### config.mk
export PLATFORM = sky130hd
export DESIGN_NAME = periph_bus_flat
export DESIGN_NICKNAME = d
export VERILOG_FILES = /design/src/rtl/periph_bus_pkg.sv /design/src/rtl/periph_bus_if.sv /design/src/rtl/periph_timer.sv /design/src/rtl/periph_bus.sv /design/src/flat_wrapper.sv
export SDC_FILE = /design/constraint.sdc
export NUM_CORES = 1
export LEC_CHECK = 0
export CAP_MARGIN = 10
export CORE_AREA = 4 4 128 130
export CTS_BUF_LIST = sky130_fd_sc_hd__clkbuf_16
export CTS_CLUSTER_DIAMETER = 200
export DETAILED_ROUTE_END_ITERATION = 8
export DIE_AREA = 0 0 132 134
export PLACE_DENSITY_LB_ADDON = 0.2
export SLEW_MARGIN = 0
export SYNTH_ARGS = -nofsm -noshare
export SYNTH_HDL_FRONTEND = slang
export SYNTH_SLANG_ARGS = --single-unit
### constraint.sdc
create_clock -name clk -period 2.26 [get_ports clk]
set_clock_uncertainty 0.2 [all_clocks]
set_input_delay 0.226 -clock clk [delete_from_list [all_inputs] [get_ports clk]]
set_output_delay 0.226 -clock clk [all_outputs]
set_load 0.005 [all_outputs]
### src/rtl/periph_bus_pkg.sv
// periph_bus_pkg: constants shared by the peripheral bus and its timer.
//   PERIPH_BASE : address nibble addr[31:28] that selects this block
//   reg_sel_e   : word offsets (addr[4:2]) of the register map
//   TCON_*      : bit positions inside the timer control register
package periph_bus_pkg;

  localparam logic [3:0] PERIPH_BASE = 4'h4;

  typedef enum logic [2:0] {
    REG_TH       = 3'd0,
    REG_TL       = 3'd1,
    REG_TCON     = 3'd2,
    REG_LED      = 3'd3,
    REG_SWITCH   = 3'd4,
    REG_DIGI     = 3'd5,
    REG_SYSTICK  = 3'd6,
    REG_UNMAPPED = 3'd7
  } reg_sel_e;

  localparam int unsigned TCON_EN = 0;
  localparam int unsigned TCON_IE = 1;
  localparam int unsigned TCON_IS = 2;

  function automatic logic is_periph(input logic [31:0] addr);
    return addr[31:28] == PERIPH_BASE;
  endfunction

endpackage

### src/rtl/periph_bus_if.sv
// periph_bus_if: CPU-side memory-mapped bus.
//   rd, wr : read / write strobes (master -> slave)
//   addr   : byte address, word aligned
//   wdata  : write data
//   rdata  : combinational read data (slave -> master)
interface periph_bus_if;
  logic        rd;
  logic        wr;
  logic [31:0] addr;
  logic [31:0] wdata;
  logic [31:0] rdata;

  modport master (output rd, wr, addr, wdata, input rdata);
  modport slave  (input rd, wr, addr, wdata, output rdata);
endinterface

### src/rtl/periph_timer.sv
// periph_timer: reloading 32-bit up-counter with sticky interrupt status.
//   clk, reset            : clock, asynchronous active-low reset
//   wr_th/wr_tl/wr_tcon   : decoded CPU write strobes
//   wdata                 : CPU write data
//   th, tl, tcon          : register values for readback
//   irqout                : interrupt request (registered TCON status bit)
module periph_timer
  import periph_bus_pkg::*;
(
  input  logic        clk,
  input  logic        reset,
  input  logic        wr_th,
  input  logic        wr_tl,
  input  logic        wr_tcon,
  input  logic [31:0] wdata,
  output logic [31:0] th,
  output logic [31:0] tl,
  output logic [2:0]  tcon,
  output logic        irqout
);

  logic [31:0] th_q, th_d;
  logic [31:0] tl_q, tl_d;
  logic [2:0]  tcon_q, tcon_d;

  always_comb begin
    th_d   = th_q;
    tl_d   = tl_q;
    tcon_d = tcon_q;

    if (wr_th) th_d = wdata;

    // A CPU write to TL or TCON cancels the whole timer step for that
    // cycle (increment, reload and status set), so software always sees
    // exactly what it wrote.
    if (wr_tl || wr_tcon) begin
      if (wr_tl)   tl_d   = wdata;
      if (wr_tcon) tcon_d = wdata[2:0];
    end else if (tcon_q[TCON_EN]) begin
      if (tl_q == '1) begin
        tl_d = th_q;
        if (tcon_q[TCON_IE]) tcon_d[TCON_IS] = 1'b1;
      end else begin
        tl_d = tl_q + 32'd1;
      end
    end
  end

  always_ff @(posedge clk or negedge reset) begin
    if (!reset) begin
      th_q   <= '0;
      tl_q   <= '0;
      tcon_q <= '0;
    end else begin
      th_q   <= th_d;
      tl_q   <= tl_d;
      tcon_q <= tcon_d;
    end
  end

  assign th     = th_q;
  assign tl     = tl_q;
  assign tcon   = tcon_q;
  assign irqout = tcon_q[TCON_IS];

endmodule

### src/rtl/periph_bus.sv
// periph_bus: memory-mapped peripheral block at 0x4xxx_xxxx.
//   clk, reset : clock, asynchronous active-low reset
//   bus        : CPU bus (slave side), combinational rdata
//   switch     : board switch inputs (readable at offset 0x10)
//   led        : LED register output
//   digi       : 7-segment drive, [11:8] digit select, [7:0] segments
//   irqout     : timer interrupt request
module periph_bus
  import periph_bus_pkg::*;
(
  input  logic        clk,
  input  logic        reset,
  periph_bus_if.slave bus,
  input  logic [7:0]  switch,
  output logic [7:0]  led,
  output logic [11:0] digi,
  output logic        irqout
);

  logic        hit;
  reg_sel_e    sel;
  logic        wr_en;

  logic [7:0]  led_q, led_d;
  logic [11:0] digi_q, digi_d;
  logic [31:0] systick_q, systick_d;

  logic [31:0] th, tl;
  logic [2:0]  tcon;

  // addr[27:5] alias freely and addr[1:0] is assumed zero.
  logic unused_addr;
  assign unused_addr = ^{bus.addr[27:5], bus.addr[1:0]};

  assign hit   = is_periph(bus.addr);
  assign sel   = reg_sel_e'(bus.addr[4:2]);
  assign wr_en = bus.wr && hit;

  periph_timer u_timer (
    .clk     (clk),
    .reset   (reset),
    .wr_th   (wr_en && (sel == REG_TH)),
    .wr_tl   (wr_en && (sel == REG_TL)),
    .wr_tcon (wr_en && (sel == REG_TCON)),
    .wdata   (bus.wdata),
    .th      (th),
    .tl      (tl),
    .tcon    (tcon),
    .irqout  (irqout)
  );

  always_comb begin
    led_d     = led_q;
    digi_d    = digi_q;
    systick_d = systick_q + 32'd1;
    if (wr_en) begin
      case (sel)
        REG_LED:     led_d     = bus.wdata[7:0];
        REG_DIGI:    digi_d    = bus.wdata[11:0];
        REG_SYSTICK: systick_d = bus.wdata;
        default:     ;
      endcase
    end
  end

  always_ff @(posedge clk or negedge reset) begin
    if (!reset) begin
      led_q     <= '0;
      digi_q    <= '0;
      systick_q <= '0;
    end else begin
      led_q     <= led_d;
      digi_q    <= digi_d;
      systick_q <= systick_d;
    end
  end

  always_comb begin
    bus.rdata = '0;
    if (bus.rd && hit) begin
      case (sel)
        REG_TH:      bus.rdata = th;
        REG_TL:      bus.rdata = tl;
        REG_TCON:    bus.rdata = {29'd0, tcon};
        REG_LED:     bus.rdata = {24'd0, led_q};
        REG_SWITCH:  bus.rdata = {24'd0, switch};
        REG_DIGI:    bus.rdata = {20'd0, digi_q};
        REG_SYSTICK: bus.rdata = systick_q;
        default:     bus.rdata = '0;
      endcase
    end
  end

  assign led  = led_q;
  assign digi = digi_q;

endmodule

### src/flat_wrapper.sv
// flat-port wrapper written by rule: the top's interface ports become plain ports
module periph_bus_flat import periph_bus_pkg::*;
  (clk, reset, switch, led, digi, irqout, bus_rd, bus_wr, bus_addr, bus_wdata, bus_rdata);
  periph_bus_if bus_i ();
  input  logic clk;
  input  logic reset;
  input  logic [7:0] switch;
  output logic [7:0] led;
  output logic [11:0] digi;
  output logic irqout;
  input wire logic [$bits(bus_i.rd)-1:0] bus_rd;
  input wire logic [$bits(bus_i.wr)-1:0] bus_wr;
  input wire logic [$bits(bus_i.addr)-1:0] bus_addr;
  input wire logic [$bits(bus_i.wdata)-1:0] bus_wdata;
  output wire logic [$bits(bus_i.rdata)-1:0] bus_rdata;
  assign bus_i.rd = bus_rd;
  assign bus_i.wr = bus_wr;
  assign bus_i.addr = bus_addr;
  assign bus_i.wdata = bus_wdata;
  assign bus_rdata = bus_i.rdata;
  periph_bus u_core (.clk(clk), .reset(reset), .bus(bus_i), .switch(switch), .led(led), .digi(digi), .irqout(irqout));
endmodule
==> flow_summary.yaml <==
global_route:
  antenna_found_initial: 0
  grt_pass1_wl_um: 39300
  grt_max_degree: 44
  gr-usage-all-layers: 0.279
  grt_pass1_vias: 7377
  overflow: 0
floorplanning:
  fp.dieW_um: 132
  pin_count: 129
  row_count: 45
  die_h_um: 134
  core_sq_um: 15100
  start_util: 0.479
  dieArea_sq_um: 17700
routing:
  drtPass1Iterations: 6
  via_count: 7172
  antenna_left: 0
  vias_per_cell: 6.01
  drc: 0
  dr_wl_met2_um: 12300
  drt-initial-drc-count: 714
  wl_um: 25200
  met1_length_um: 10500
  dr_wl_met3_um: 1670
  topRoutingLayerUsed: "met4"
  wl_per_cell_um: 21.1
critical_path:
  critPathMaxStageDelay_ns: 0.45
  required_ns: 1.83
  start_kind: "flip-flop"
  r2r_slack_ns: 0.01
  worstReg2RegEnd: "u_core.u_timer.tl[31]$_DFFE_PN0P_"
  cp-end-kind: "primary output"
  cp.arrival_ns: 1.89
  rr_worst_depth: 9
  cpMaxStageDelayCell: "clkdlybuf4s50_1"
  path_max_fanout: 5
  r2r_start: "u_core.u_timer.tl[7]$_DFFE_PN0P_"
  path_class: "flip-flop to primary output"
  worstPathCellList: "buf_4 -> mux2_2 -> a22oi_2 -> nor2_1 -> clkdlybuf4s50_1"
place:
  port_buffers: 103
  dp_hpwl_um: 17500
  gp_congestion: 0.914
synth:
  seq_area_frac_synth: 0.410
  ys.flop_type: "dfrtp_1"
  synth_xor_area_frac: 0.0592
  synth_area_sq_um: 7250
  synth-edff-count: 0
  synth_cell_types: 63
  async_reset_ff_frac: 1.00
  yosys.area_share.simple: 0.177
  ys_ff_latch: 119
  synth_nets: 853
  synth_compound_area_frac: 0.162
  synth_top_family_by_area: "simple AND/OR/NAND/NOR gates"
  synthMuxAreaShare: 0.154
  synth_fa_ha_area_frac: 0.00345
  yosysWarnings: 0
  syn_inst: 775
  postSynthAreaPerCell_sq_um: 9.36
timing:
  fin_crit_ns: 2.32
  setup_slack_ns: -0.0593
  finalSetupViolCount: 1
  setup_tns_ns: -0.0593
  worst_slew_pin_slew_ns: 0.797
  finalHoldViolCount: 0
  fmax_mhz: 431
  fin_crit_sh: 1.03
  rsz0062_at_grt: "true"
  maxSlewViolCount: 0
  max-slew-margin-rel: 0.467
outcome:
  violations: "negative setup slack"
  status: "complete, but fails checks"
power:
  pwr-share-comb: 0.278
  leakage_nw: 4.72
  total_power_mw: 7.73
  power_density_nw_per_um2: 740
  p_sw_mw: 2.34
  switching_share: 0.302
  power_frac_seq: 0.360
  intPower_mw: 5.39
  p_clk_frac: 0.361
  ir_worst_vdd_v: 0.000562
clock_tree:
  clock_latency_ns: 0.43
  clk_root_buffer_cell: "clkbuf_16"
  cts_buffer_depth: 2
  clkTransAtPathRegs_ns: 0.05
  numCtsBuffers: 17
  cts_tree: "done"
  cts.sinks: 119
  h-tree-depth: 4
final_layout:
  area_growth_pct: 44.0
  final_cell_mix: "buf_4 (123), dfrtp_1 (111), nor2_1 (94)"
  antenna_cells: 0
  nNetsFinal: 1071
  final_common_cell: "buf_4"
  final_util: 0.690
  drive_gt1_frac: 0.330
job:
  maxCapViolCount: 0
hold_path:
  hold_path_class: "input pin to asynchronous set/reset pin"
## logic make-up after synthesis
kind of cell,Yosys count
xor+xnor,49
fa+ha+maj,2
flops,119
compound gates,193
simple gates,256
buf+inv,59
mux,97
## cells in the mapped netlist (9+ instances only)
library cell / n / area (sq um)
xor2_1: 25 / 219
xnor2_1: 24 / 210
o22ai_1: 9 / 56.3
clkbuf_1: 30 / 113
a22oi_1: 25 / 188
nand4_1: 15 / 93.8
nand3_1: 30 / 150
dfrtp_1: 119 / 2980
mux2_2: 85 / 957
nor2_1: 101 / 379
buf_2: 13 / 65.1
and3_1: 12 / 75.1
a21oi_1: 75 / 375
mux2i_1: 9 / 90.1
o21ai_0: 36 / 180
nand2_1: 55 / 206
## state kept, by name, summed over array words and instances (netlist names)
signal and count:
u_core.u_timer.tl 32, u_core.led 8, u_core.systick_q 32, u_core.u_timer.th 32
u_core.digi 12, u_core.u_timer.tcon 3
## critical path: cells and delay by family, from the launching register on
family	cells	cell delay (ns)
AO/OA/AOI/OAI	1	0.15
multiplexers	1	0.27
buffers and inverters	2	0.61
flip-flops	1	0.39
AND/OR/NAND/NOR	1	0.05
## metal layers
| metal | track usage | vias up |
|---|---|---|
| met5 | 0 | - |
| met3 | 0.0668 | 56 |
| met1 | 0.357 | 3541 |
| li1 | - | 3257 |
| met2 | 0.464 | 318 |
| met4 | 0.101 | 0 |
## final cells by class
class / instances / area [sq um]
timing repair buffer: 251 / 2310
clock buffer: 17 / 425
tap: 188 / 235
sequential: 119 / 2990
inverter: 7 / 26.3
clock inverter: 15 / 169
fill: 1187 / 4700
multi-input combinational: 597 / 4290
## through the flow
stage                     instances  worst slack [ns]  area (sq um)  hold slack [ns]
after global routing           1194            -0.123         10400            0.229
after CTS                      1179            -0.167         10100            0.188
final                          1194           -0.0593         10400            0.173
after detailed placement       1134            -0.503          9330           0.0803
after floorplan                 775            0.0882          7250           -0.270
after global placement         1134            -0.421          9330           0.0677
## worst max-delay path by stage
stage,to,slack [ns],cells past startpoint,startpoint
final,bus_rdata[15],-0.06,5,u_core.u_timer.tl[15]$_DFFE_PN0P_
after global routing,bus_rdata[15],-0.12,5,u_core.u_timer.tl[15]$_DFFE_PN0P_
after CTS,bus_rdata[31],-0.17,6,bus_addr[30]
after detailed placement,u_core.u_timer.tl[28]$_DFFE_PN0P_,-0.50,8,bus_addr[29]
after global placement,u_core.u_timer.tl[19]$_DFFE_PN0P_,-0.42,8,bus_addr[29]
after floorplan,u_core.u_timer.tl[1]$_DFFE_PN0P_,0.09,8,u_core.u_timer.tl[0]$_DFFE_PN0P_
## power groups by stage
stage / Sequential [mW] / Clock [mW] / Combinational, mW
3_3_place_gp: 2.77 / 0 / 1.87
6_report: 2.79 / 2.79 / 2.15
2_1_floorplan: 2.73 / 0 / 1.04
3_5_place_dp: 2.79 / 0 / 1.91
5_1_grt: 2.82 / 2.92 / 2.34
4_1_cts: 2.76 / 2.81 / 2.02
## timing repair
action / 4_1_cts / 5_1_grt
gates cloned: 2 / 2
endpoints found under the hold margin: 40 / 0
setup buffers: 10 / 17
pin swaps: 9 / 32
hold buffers: 1 / 0
gates resized for setup: 58 / 77
endpoints found under the setup margin: 43 / 64
No activity file was read; power rests on OpenSTA's default activity.
